<file path="config.mk">
export PLATFORM = sky130hd
export DESIGN_NAME = adder_pipe_flat
export DESIGN_NICKNAME = d
export VERILOG_FILES = /design/src/rtl/adder_pipe_if.sv /design/src/rtl/adder_pipe.sv /design/src/flat_wrapper.sv
export SDC_FILE = /design/constraint.sdc
export NUM_CORES = 1
export LEC_CHECK = 0
export ABC_AREA = 1
export BUFFER_PORTS_ARGS = -buffer_cell sky130_fd_sc_hd__buf_4
export CAP_MARGIN = 40
export CORE_AREA = 2 2 155 119
export CTS_CLUSTER_SIZE = 30
export DETAILED_ROUTE_END_ITERATION = 10
export DIE_AREA = 0 0 157 121
export PLACE_DENSITY = 0.68
export SYNTH_ARGS = -nofsm -noshare
export SYNTH_HDL_FRONTEND = slang
export SYNTH_SLANG_ARGS = --single-unit
</file>
<file path="constraint.sdc">
create_clock -name clock -period 3.8 [get_ports clock]
set_clock_uncertainty 0.2 [all_clocks]
set_input_delay 0.19 -clock clock [delete_from_list [all_inputs] [get_ports clock]]
set_output_delay 0.19 -clock clock [all_outputs]
set_load 0.005 [all_outputs]
</file>
<file path="src/rtl/adder_pipe_if.sv">
// Operand/result handshake bundle for adder_pipe: valid/ready on both the input side and the output side.
interface adder_pipe_if #(
  parameter int WIDTH = 32
);
  logic             in_valid;
  logic             in_ready;
  logic [WIDTH-1:0] data_operandA;
  logic [WIDTH-1:0] data_operandB;
  logic             sub;
  logic             cin;
  logic             out_valid;
  logic             out_ready;
  logic [WIDTH-1:0] out;
  logic             cout;
  logic             overflow;
  logic             zero;

  modport master (
    output in_valid, data_operandA, data_operandB, sub, cin, out_ready,
    input  in_ready, out_valid, out, cout, overflow, zero
  );

  modport slave (
    input  in_valid, data_operandA, data_operandB, sub, cin, out_ready,
    output in_ready, out_valid, out, cout, overflow, zero
  );
endinterface

</file>
<file path="src/rtl/adder_pipe.sv">
// Pipelined carry-lookahead add/sub, one GROUP-bit lookahead group per stage, latency WIDTH/GROUP cycles.
// A stalled output freezes every stage (no bubble compression); in_ready = !out_valid || out_ready.
module adder_pipe #(
  parameter int WIDTH = 32,
  parameter int GROUP = 8
) (
  input logic         clock,
  input logic         reset,
  adder_pipe_if.slave io
);
  localparam int NG = WIDTH / GROUP;

  logic w_adv;

  for (genvar k = 0; k < NG; k++) begin : g_stage
    localparam int HI = WIDTH - (k + 1) * GROUP;
    localparam int SW = (k + 1) * GROUP;

    logic [HI+GROUP-1:0] w_a;
    logic [HI+GROUP-1:0] w_b;
    logic [SW-1:0]       w_s_nxt;
    logic                w_v_in;
    logic                w_c_in;
    logic [GROUP-1:0]    w_g;
    logic [GROUP-1:0]    w_p;
    logic [GROUP-1:0]    w_sum;
    logic                w_gg;
    logic                w_gp;
    logic                w_rc;
    logic                w_cout;
    logic                r_vld;
    logic                r_c;
    logic [SW-1:0]       r_s;

    if (k == 0) begin : g_in
      assign w_v_in  = io.in_valid;
      assign w_a     = io.data_operandA;
      assign w_b     = io.sub ? ~io.data_operandB : io.data_operandB;
      assign w_c_in  = io.sub | io.cin;
      assign w_s_nxt = w_sum;
    end else begin : g_in
      assign w_v_in  = g_stage[k-1].r_vld;
      assign w_a     = g_stage[k-1].g_skew.r_a;
      assign w_b     = g_stage[k-1].g_skew.r_b;
      assign w_c_in  = g_stage[k-1].r_c;
      assign w_s_nxt = {w_sum, g_stage[k-1].r_s};
    end

    assign w_g = w_a[GROUP-1:0] & w_b[GROUP-1:0];
    assign w_p = w_a[GROUP-1:0] | w_b[GROUP-1:0];

    // w_rc supplies the in-group carries for the sum bits; the group carry out uses G + P*c_in
    always_comb begin
      w_gg  = 1'b0;
      w_gp  = 1'b1;
      w_rc  = w_c_in;
      w_sum = '0;
      for (int i = 0; i < GROUP; i++) begin
        w_sum[i] = w_a[i] ^ w_b[i] ^ w_rc;
        w_rc     = w_g[i] | (w_p[i] & w_rc);
        w_gg     = w_g[i] | (w_p[i] & w_gg);
        w_gp     = w_gp & w_p[i];
      end
    end

    assign w_cout = w_gg | (w_gp & w_c_in);

    always_ff @(posedge clock) begin
      if (reset) begin
        r_vld <= 1'b0;
        r_c   <= 1'b0;
        r_s   <= '0;
      end else if (w_adv) begin
        r_vld <= w_v_in;
        r_c   <= w_cout;
        r_s   <= w_s_nxt;
      end
    end

    if (HI > 0) begin : g_skew
      logic [HI-1:0] r_a;
      logic [HI-1:0] r_b;

      always_ff @(posedge clock) begin
        if (reset) begin
          r_a <= '0;
          r_b <= '0;
        end else if (w_adv) begin
          r_a <= w_a[HI+GROUP-1:GROUP];
          r_b <= w_b[HI+GROUP-1:GROUP];
        end
      end
    end else begin : g_last
      logic r_ovf;
      logic r_zero;

      always_ff @(posedge clock) begin
        if (reset) begin
          r_ovf  <= 1'b0;
          r_zero <= 1'b0;
        end else if (w_adv) begin
          r_ovf  <= (w_a[GROUP-1] == w_b[GROUP-1]) && (w_sum[GROUP-1] != w_a[GROUP-1]);
          r_zero <= ~|w_s_nxt;
        end
      end
    end
  end

  assign w_adv        = !g_stage[NG-1].r_vld || io.out_ready;
  assign io.in_ready  = w_adv && !reset;
  assign io.out_valid = g_stage[NG-1].r_vld;
  assign io.out       = g_stage[NG-1].r_s;
  assign io.cout      = g_stage[NG-1].r_c;
  assign io.overflow  = g_stage[NG-1].g_last.r_ovf;
  assign io.zero      = g_stage[NG-1].g_last.r_zero;
endmodule

</file>
<file path="src/flat_wrapper.sv">
// flat-port wrapper written by rule: the top's interface ports become plain ports
module adder_pipe_flat 
#(
  parameter int WIDTH = 32,
  parameter int GROUP = 8
)
  (clock, reset, io_in_valid, io_data_operandA, io_data_operandB, io_sub, io_cin, io_out_ready, io_in_ready, io_out_valid, io_out, io_cout, io_overflow, io_zero);
  adder_pipe_if #(.WIDTH(WIDTH)) io_i ();
  input logic clock;
  input logic reset;
  input wire logic [$bits(io_i.in_valid)-1:0] io_in_valid;
  input wire logic [$bits(io_i.data_operandA)-1:0] io_data_operandA;
  input wire logic [$bits(io_i.data_operandB)-1:0] io_data_operandB;
  input wire logic [$bits(io_i.sub)-1:0] io_sub;
  input wire logic [$bits(io_i.cin)-1:0] io_cin;
  input wire logic [$bits(io_i.out_ready)-1:0] io_out_ready;
  output wire logic [$bits(io_i.in_ready)-1:0] io_in_ready;
  output wire logic [$bits(io_i.out_valid)-1:0] io_out_valid;
  output wire logic [$bits(io_i.out)-1:0] io_out;
  output wire logic [$bits(io_i.cout)-1:0] io_cout;
  output wire logic [$bits(io_i.overflow)-1:0] io_overflow;
  output wire logic [$bits(io_i.zero)-1:0] io_zero;
  assign io_i.in_valid = io_in_valid;
  assign io_i.data_operandA = io_data_operandA;
  assign io_i.data_operandB = io_data_operandB;
  assign io_i.sub = io_sub;
  assign io_i.cin = io_cin;
  assign io_i.out_ready = io_out_ready;
  assign io_in_ready = io_i.in_ready;
  assign io_out_valid = io_i.out_valid;
  assign io_out = io_i.out;
  assign io_cout = io_i.cout;
  assign io_overflow = io_i.overflow;
  assign io_zero = io_i.zero;
  adder_pipe #(.WIDTH(WIDTH), .GROUP(GROUP)) u_core (.clock(clock), .reset(reset), .io(io_i));
endmodule
</file>
==> impl_metrics.ini <==
[drt]
antenna_left = 0
drt_drc_violations_left = 0
drt-initial-drc-count = 466
detailedRoute.firstPassIterationCount = 5
via_count = 6886
wl_per_cell_um = 13.28
detail_route.vias_per_cell = 4.785
routed_wirelength_um = 19120

[clock_network]
cts.sinks = 186
insertion_delay_ps = 430
clk_pin_slew_ps = 70
cts_tree = built
clock_tree.root_cell = sky130_fd_sc_hd__clkbuf_16
post_cts.repair.setup_buffers = 0
cts-buffers-inserted = 17
cts_max_path_buffers = 2
htreeDepth = 4

[cells_and_area]
filler_cells = 1486
multiInputGateArea_um2 = 4150
post-route-util_pct = 62.51
nNetsFinal = 1346
fraction_of_final_layout_cells_with_drive_strength_greater_than_1_pct = 15.54
layout-area-overhead-vs-synth_pct = 26.47
antennaDiodeCount = 0
finalInstanceArea_um2 = 10870
layout.area.seq_um2 = 3725

[timing]
hold_violations = 0
grt_setup_unrepaired = yes
clock.fmax_ghz = 0.2706
finalCriticalPeriod_ps = 3695
timing.final.setup_violations = 0
slew_headroom_pct = 58.92
timing_max_transition_violations_final = 0
min_period_over_period_pct = 97.23
final.setup.worst_slack_ps = 105.1
worst_slew_pin_slew_ps = 616.2
tns_ps = 0

[placement]
io_buffers = 106
place_area_um2 = 9682
place.gp.congestion = 0.8058
post-dp-hpwl_um = 12510
place_ws_ps = -112.9

[critical_path]
critical_path_class = register to register
critical_path.startpoint_type = register
crit_required_ps = 3930
crit_fanout = 2
cp-end-kind = register
worst-r2r-setup-slack_ps = 110
critPathArrivalTime_ps = 3820

[job]
cap_viol_max_count = 0

[floorplanning]
initial_utilization_pct = 49.42
die_area_um2 = 19000
core_region_area_um2 = 17390
die_width_um = 157
chipHeight_um = 121
rows = 42
top_ports = 107

[synthesis]
synth_nets = 1208
synth_cell_types = 24
cell_types_with_the_largest_area_share_after_synthesis = sky130_fd_sc_hd__dfxtp_1 43%, sky130_fd_sc_hd__ha_1 9.3%, sky130_fd_sc_hd__nor2_1 7.1%
netlist.area_leader.share_pct = 43.31
ys_seq_area_share_pct = 43.31
count_of_warnings_emitted_by_yosys = 0
syn-instance-count = 1046
avg_inst_size_synth_um2 = 8.219
post_synth_instance_area_um2 = 8597
yosys_register_bits = 186
yosysTopAreaCell = sky130_fd_sc_hd__dfxtp_1

[pwr]
p_leak_uw = 0.005118
ir_worst_vdd_mv = 0.3041
powerDensity_nw_per_um2 = 428.0

[grt]
grt_max_degree = 168
global_route.overflow_total = 0
grt_pass1_wl_um = 31040
vias_in_the_first_global_route = 6219
grt_total_usage_pct = 20.74
antenna_found_initial = 1

[outcome]
outcome = complete, no violations

[hold_path]
min_path_type = input pin to register
==> power by group <==
group          total [uW]  internal, uW  switching (uW)  leakage, uW
Clock                1830          1060             767     0.000290
Combinational         622           306             316      0.00330
Sequential           2210          2110            99.5      0.00153
==> flip-flops by register name, summed over array words and instances, names as in the netlist <==
register / count
u_core.g_stage.r_c: 3
u_core.io.zero: 1
u_core.g_stage.r_s: 48
u_core.g_stage.g_skew.r_b: 48
u_core.g_stage.r_vld: 3
u_core.io.out: 32
u_core.io.cout: 1
u_core.io.out_valid: 1
u_core.g_stage.g_skew.r_a: 48
u_core.io.overflow: 1
==> path summary, 6_finish.rpt <==
path	start	endpoint	depth (start not counted)
worst min-delay path	io_data_operandA[0]	u_core.g_stage[0].r_s[0]	4
worst max-delay path	u_core.g_stage[2].r_c	u_core.io.zero	14
worst max register to register	u_core.g_stage[2].r_c	u_core.io.zero	14
worst min register to register	u_core.g_stage[0].g_skew.r_b[21]	u_core.g_stage[1].g_skew.r_b[13]	2
==> area by class of cell <==
cell class / instances / area share [%]
multi-input cells: 661 / 38.17
flip-flops and latches: 186 / 34.26
inverters: 135 / 4.707
clock inverters: 13 / 1.531
clock buffers: 19 / 4.074
repair buffers: 183 / 14.48
well taps: 242 / 2.785
==> cells in the mapped netlist <==
library cell,instances
sky130_fd_sc_hd__xnor2_1,34
sky130_fd_sc_hd__buf_6,1
sky130_fd_sc_hd__o21ai_1,71
sky130_fd_sc_hd__nand2_1,55
sky130_fd_sc_hd__buf_1,7
sky130_fd_sc_hd__buf_2,19
sky130_fd_sc_hd__nor3_1,2
sky130_fd_sc_hd__inv_1,131
sky130_fd_sc_hd__dfxtp_1,186
sky130_fd_sc_hd__nand4_1,5
sky130_fd_sc_hd__nor2_1,163
sky130_fd_sc_hd__fa_1,28
sky130_fd_sc_hd__nor2_2,1
sky130_fd_sc_hd__a211oi_1,1
sky130_fd_sc_hd__inv_2,4
sky130_fd_sc_hd__clkbuf_1,37
sky130_fd_sc_hd__or2_1,2
sky130_fd_sc_hd__xor2_1,2
sky130_fd_sc_hd__nand3b_1,3
sky130_fd_sc_hd__o21ai_0,112
sky130_fd_sc_hd__nand3_1,1
sky130_fd_sc_hd__ha_1,64
sky130_fd_sc_hd__a21oi_1,114
sky130_fd_sc_hd__nor4_1,3
==> layer usage <==
layer,track usage [%],vias to the layer above,wire length [um]
met5,0,-,0
met4,5.849,0,252
met3,3.786,25,826
met2,30.02,145,8020
met1,31.46,3120,10020
li1,-,3596,-
==> critical path, cell delays in order, from the launching register on <==
cell and delay, ps:
sky130_fd_sc_hd__dfxtp_2 330, sky130_fd_sc_hd__fa_2 390, sky130_fd_sc_hd__fa_2 380, sky130_fd_sc_hd__fa_2 390, sky130_fd_sc_hd__fa_2 360, sky130_fd_sc_hd__fa_2 390, sky130_fd_sc_hd__inv_2 70, sky130_fd_sc_hd__fa_2 200
sky130_fd_sc_hd__fa_1 410, sky130_fd_sc_hd__nand2_1 90, sky130_fd_sc_hd__nor3_1 40, sky130_fd_sc_hd__nand4_1 90, sky130_fd_sc_hd__nor2_1 70, sky130_fd_sc_hd__a21oi_1 120, sky130_fd_sc_hd__nor2_1 50
==> per-stage QoR <==
stage          hold slack, ps  total power (uW)  std cells
3_5_place_dp            250.8              2814       1353
4_1_cts                -168.6              4678       1438
5_1_grt                 37.14              4873       1439
3_3_place_gp            243.0              2796       1351
6_report                7.648              4653       1439
2_1_floorplan           62.38              2578       1046
==> cell families after synthesis <==
kind of cell             synth area share (%)
AO/OA/AOI/OAI                           17.38
XOR/XNOR                                3.668
adder cells (fa/ha/maj)                 15.83
AND/OR/NAND/NOR                         10.76
flip-flops                              43.31
buffers and inverters                   9.052
==> cells in the final DEF, fill, tap and decap left out, types with 3 or more instances in the layout <==
| cell | instances |
|---|---|
| sky130_fd_sc_hd__a21oi_1 | 114 |
| sky130_fd_sc_hd__buf_4 | 125 |
| sky130_fd_sc_hd__bufinv_16 | 3 |
| sky130_fd_sc_hd__clkbuf_16 | 17 |
| sky130_fd_sc_hd__clkinvlp_4 | 3 |
| sky130_fd_sc_hd__dfxtp_1 | 185 |
| sky130_fd_sc_hd__dlygate4sd3_1 | 54 |
| sky130_fd_sc_hd__fa_1 | 11 |
| sky130_fd_sc_hd__fa_2 | 17 |
| sky130_fd_sc_hd__ha_1 | 64 |
| sky130_fd_sc_hd__inv_1 | 129 |
| sky130_fd_sc_hd__inv_2 | 4 |
| sky130_fd_sc_hd__inv_6 | 3 |
| sky130_fd_sc_hd__nand2_1 | 55 |
| sky130_fd_sc_hd__nand3b_1 | 3 |
| sky130_fd_sc_hd__nand4_1 | 5 |
| sky130_fd_sc_hd__nor2_1 | 163 |
| sky130_fd_sc_hd__nor4_1 | 3 |
| sky130_fd_sc_hd__o21ai_0 | 110 |
| sky130_fd_sc_hd__o21ai_1 | 73 |
| sky130_fd_sc_hd__xnor2_1 | 33 |
==> what timing repair did <==
action	in CTS	in global routing
endpoints found under the setup margin	5	5
hold endpoints to repair	65	2
resized for setup	7	12
hold buffers	53	1
pin swaps	1	5
No activity file was read; power rests on OpenSTA's default activity.
